`config.mk`:
```
export PLATFORM = sky130hd
export DESIGN_NAME = fetch_buffer
export DESIGN_NICKNAME = d
export VERILOG_FILES = /design/src/rtl/core_pkg.sv /design/src/rtl/fb_storage.sv /design/src/rtl/fetch_buffer.sv
export SDC_FILE = /design/constraint.sdc
export NUM_CORES = 1
export LEC_CHECK = 0
export ABC_CLOCK_PERIOD_IN_PS = 11700
export BUFFER_PORTS_ARGS = -buffer_cell sky130_fd_sc_hd__buf_2
export CORE_ASPECT_RATIO = 0.9
export CORE_MARGIN = 2
export CORE_UTILIZATION = 60
export CTS_CLUSTER_DIAMETER = 150
export CTS_CLUSTER_SIZE = 10
export DETAILED_ROUTE_END_ITERATION = 6
export PLACE_DENSITY = 0.83
export SETUP_SLACK_MARGIN = 0.5
export SLEW_MARGIN = 20
export SYNTH_ARGS = -nofsm -noshare
export SYNTH_HDL_FRONTEND = slang
export SYNTH_SLANG_ARGS = --single-unit
export TNS_END_PERCENT = 10
```
`constraint.sdc`:
```
create_clock -name clk -period 11.7 [get_ports clk]
set_input_delay 2.925 -clock clk [delete_from_list [all_inputs] [get_ports clk]]
set_output_delay 2.925 -clock clk [all_outputs]
set_load 0.005 [all_outputs]
```
`src/rtl/core_pkg.sv`:
```
// Shared core types: the fetch/decode entry layout and the canonical NOP encoding.
package core_pkg;
   localparam int XLEN = 32;
   localparam logic [XLEN-1:0] NOP_INSTR = 32'h00000013;

   typedef struct packed {
      logic [XLEN-1:0] instr;
      logic [XLEN-1:0] pc;
      logic [XLEN-1:0] pc_plus4;
   } fetch_entry_t;
endpackage

```
`src/rtl/fb_storage.sv`:
```
// Entry array for the fetch buffer: one synchronous write port, one asynchronous read port.
module fb_storage
   import core_pkg::*;
#(
   parameter int DEPTH = 4,
   parameter int AW    = $clog2(DEPTH)
) (
   input  logic         clk,
   input  logic         wrEn,
   input  logic [AW-1:0] wrAddr,
   input  fetch_entry_t wrData,
   input  logic [AW-1:0] rdAddr,
   output fetch_entry_t rdData
);

   fetch_entry_t entries [DEPTH];

   // One register per slot so each slot has a single driver; contents are never reset.
   generate
      for (genvar gi = 0; gi < DEPTH; gi++) begin : gSlot
         fetch_entry_t entryReg;

         always_ff @(posedge clk) begin
            if (wrEn && (wrAddr == AW'(gi))) begin
               entryReg <= wrData;
            end
         end

         assign entries[gi] = entryReg;
      end
   endgenerate

   assign rdData = entries[rdAddr];

endmodule

```
`src/rtl/fetch_buffer.sv`:
```
// Instruction prefetch queue between fetch and decode; shows a NOP bubble when empty
// and drops everything on a taken-branch flush.
module fetch_buffer
   import core_pkg::*;
#(
   parameter int DATA_WIDTH = XLEN,
   parameter int DEPTH      = 4
) (
   input  logic                         clk,
   input  logic                         rst,
   input  logic                         FetchValid_i,
   input  logic [DATA_WIDTH-1:0]        InstrF_i,
   input  logic [DATA_WIDTH-1:0]        PCF_i,
   input  logic [DATA_WIDTH-1:0]        PCPlus4F_i,
   output logic                         FetchReady_o,
   input  logic                         StallD_i,
   input  logic                         FlushD_i,
   output logic [DATA_WIDTH-1:0]        InstrD_o,
   output logic [DATA_WIDTH-1:0]        PCD_o,
   output logic [DATA_WIDTH-1:0]        PCPlus4D_o,
   output logic                         ValidD_o,
   output logic [$clog2(DEPTH+1)-1:0]   Count_o
);

   localparam int AW = $clog2(DEPTH);
   localparam int CW = $clog2(DEPTH+1);

   logic [AW-1:0] wrPtrReg, wrPtrNext;
   logic [AW-1:0] rdPtrReg, rdPtrNext;
   logic [CW-1:0] countReg, countNext;
   logic          push, pop;
   fetch_entry_t  wrEntry, headEntry;

   // Ready and valid come only from registered occupancy: a pop never frees a slot in the same cycle.
   assign FetchReady_o = (countReg != CW'(DEPTH));
   assign ValidD_o     = (countReg != '0);
   assign Count_o      = countReg;

   assign push = FetchValid_i & FetchReady_o & ~FlushD_i;
   assign pop  = ValidD_o & ~StallD_i & ~FlushD_i;

   always_comb begin
      wrPtrNext = wrPtrReg;
      rdPtrNext = rdPtrReg;
      countNext = countReg;
      if (FlushD_i) begin
         wrPtrNext = '0;
         rdPtrNext = '0;
         countNext = '0;
      end else begin
         if (push) wrPtrNext = wrPtrReg + AW'(1);
         if (pop)  rdPtrNext = rdPtrReg + AW'(1);
         if (push && !pop)      countNext = countReg + CW'(1);
         else if (pop && !push) countNext = countReg - CW'(1);
      end
   end

   always_ff @(posedge clk) begin
      if (rst) begin
         wrPtrReg <= '0;
         rdPtrReg <= '0;
         countReg <= '0;
      end else begin
         wrPtrReg <= wrPtrNext;
         rdPtrReg <= rdPtrNext;
         countReg <= countNext;
      end
   end

   assign wrEntry.instr    = InstrF_i;
   assign wrEntry.pc       = PCF_i;
   assign wrEntry.pc_plus4 = PCPlus4F_i;

   fb_storage #(
      .DEPTH (DEPTH),
      .AW    (AW)
   ) uStorage (
      .clk    (clk),
      .wrEn   (push),
      .wrAddr (wrPtrReg),
      .wrData (wrEntry),
      .rdAddr (rdPtrReg),
      .rdData (headEntry)
   );

   // Empty buffer presents a bubble so decode never sees stale slot contents.
   assign InstrD_o   = ValidD_o ? headEntry.instr    : NOP_INSTR;
   assign PCD_o      = ValidD_o ? headEntry.pc       : '0;
   assign PCPlus4D_o = ValidD_o ? headEntry.pc_plus4 : '0;

endmodule

```
==> impl_results.md <==
- Outcome: finished, final reports clean
- Standard cell core area: 24,300 um2
- Worst Path Required: just under 9 ns
- Clk slew on worst S/H paths: 0.06 ns
- # H-tree levels: 2
- CP Max Fanout: 38
- Routed WL per cell: 23.3 um
- Post_cts resized: 0
- Mapped Cells: 658
- WL final: 28,300 um
- Maxcap violations: 0
- CP Launch Type: flip-flop
- Worst Setup End Kind: output pin
- Post-layout util: 0.719
- Ys Warns: 0
- Clk_skew: around 0.016 ns
- Synth cell count leaders: edfxtp_1, mux4_2, and2_1
- Number of flops mapped to enable cells by yosys: 384
- FMAX: 0.153 GHz
- Setup repair bufs after CTS: 0
- Die W: between 150 and 200 um
- Gr ovfl total: 0
- Drt first pass iters: 5
- Synth area leader: edfxtp_1
- R2R Path End: uStorage.entries[350]
- Largest net degree at the start of global routing: a little over 70
- Worst-margin pin slew: 0.959 ns
- Vias/cell: 5.89
- Die Span Y: 153 um
- Initial core utilization: 0.612
- CTS tree: done
- GPL Wtd Cong: 0.757
- Post-synth ARST share: 0
- Tot Pwr: 0.00294 W
- Setup violators final: 0
- Hold Violations, Final: 0
- Clk buf depth: 3
- Worst hold-check path type: reg2reg
- WP data arrival: 3.62 ns
- Top-count cell post-synth: edfxtp_1
- Yosys top cell area share: 0.774
- Top cells by area, synth: edfxtp_1, mux4_2, and2_1, dfxtp_1, buf_2
- Worst skew pair latency: 0.52 ns
- Pwr per Cell Area: 168 nW/um2
- Final layout net count: 987
- Vias in the first global route: 7,546
- Leakage power: 5.99 nW
- CTS Hold Bufs: 0
- Dpl hpwl: between 15,000 and 20,000 um
- Crit Path Category: reg2out
- Boundary Pins: 202
- Reg2reg start: Count_o[0]
- DRC Markers: 0
- Initial antenna violation count: 7
- IO Port Bufs: 201
- Synth unique cells: 28
- Worst hold path startpoint: Count_o[2]
- Worst hold stages: 2
- Max VDD drop: 0.169 mV
- Final slew viol count: 0
- Avg Inst Size Synth: 22.6 um2
- Area delta synth->final: 17.4%
- Site row count: 54
- Worst r2r path cells: 3
- Seq/Total Area, Yosys: 0.784
- Root buf cell: clkbuf_16
- Reg2reg setup slack: 9.00 ns
- Antenna-violating nets left: 0
- Num CTS Buffers: 45
- DR vias: 7,159
- Ys flop type: edfxtp_1
- Fin Setup TNS: 0 ns
- First-pass GRT wire length: 43,300 um
- Min-Delay Endpoint: Count_o[2]
- Die Area: approximately 26,000 um2
- Syn Nets: 765
- Share of cells above drive strength 1: 0.403
- Crit path time final: 6.55 ns
- #FFs+latches synth: a little under 400
- Final period utilization: 0.559
- Total GRT Usage: 0.221
- Slew headroom: 0.361
- RSZ-0062 raised after global routing: no
- # clock sinks: a little under 400
- Initial DRC count: 580
- Post-Syn Area: 14,900 um2
-- logic make-up (layout without fill, tap and decap cells) --
family                   count (synthesis)  count (layout)  share of synthesized area
flip-flops                             391             391                      0.784
AND/OR/NAND/NOR                        115             115                     0.0481
multiplexers                            97              97                      0.146
buffers and inverters                   38             280                     0.0124
AO/OA/AOI/OAI                            9               9                    0.00336
adder cells (fa/ha/maj)                  6               6                    0.00554
XOR/XNOR                                 2               2                    0.00118
other                                    0               7                          0
-- routing by layer --
metal	track usage	share of wire
met5	0	0
met1	0.298	0.41
met3	0.0476	0.061
met4	0.0802	0.025
met2	0.361	0.51
-- how the worst max path moves through the flow --
| stage | startpoint | end | slack [ns] | cells past startpoint |
|---|---|---|---|---|
| detailed placement | rdPtrReg[0] | PCD_o[1] | 5.58 | 5 |
| global route | rdPtrReg[0] | InstrD_o[22] | 4.81 | 5 |
| finish | rdPtrReg[0] | PCD_o[1] | 5.15 | 5 |
| CTS | rdPtrReg[0] | PCD_o[1] | 5.02 | 5 |
| floorplan | FetchValid_i | uStorage.entries[0] | 5.69 | 2 |
| global placement | rdPtrReg[0] | InstrD_o[2] | 5.59 | 5 |
-- registers in the layout, summed over array words and instances, names as in the netlist --
signal and flops:
uStorage.entries 384, wrPtrReg 2, rdPtrReg 2, Count_o 3
-- where the power goes --
part / switching [W] / total [W] / internal [W] / leakage, nW
clock network: 0.000497 / 0.00122 / 0.000727 / 0.610
registers: 0.00000768 / 0.00157 / 0.00156 / 3.54
logic: 0.0000795 / 0.000150 / 0.0000701 / 1.84
total: 0.000584 / 0.00294 / 0.00236 / 5.99
-- placed cells by master (no fill, tap or decap), drive strengths merged --
cell type / count
mux4: 96
clkbuf: 65
xor2: 2
and2: 94
nor2: 3
a21oi: 4
or3b: 1
mux2i: 1
edfxtp: 384
diode: 7
o31ai: 1
dfxtp: 7
or3: 4
o21ai: 3
a21o: 1
nand3: 1
nor3: 1
ha: 5
nand4: 1
or2: 4
and3: 4
buf: 209
nand2b: 1
inv: 6
nor2b: 1
fa: 1
-- layout make-up --
cell class                      instances  area [um2]
Timing Repair Buffer                  209        1070
Clock buffer                           65        1240
Multi-Input combinational cell        229        3060
Inverter                                4        15.0
Antenna cell                            7        17.5
Tap cell                              308         385
Fill cell                            1436        6840
Sequential cell                       391       11700
Clock inverter                          2        17.5
-- stage by stage --
step	hold WS, ns	cells	worst slack (ns)	area [um2]
2_1_floorplan	0.505	658	5.69	14900
3_3_place_gp	0.514	1141	5.59	16200
3_5_place_dp	0.526	1141	5.58	16200
4_1_cts	0.536	1208	5.02	17500
5_1_grt	0.591	1214	4.81	17500
6_report	0.557	1215	5.15	17500
-- critical path, cell delays in order, from the launching register on --
cell and delay [ns]:
dfxtp_4 0.73, buf_4 0.69, buf_4 0.69, mux4_2 0.59
and2_1 0.20, buf_2 0.13
No activity file was read; power rests on OpenSTA's default activity.
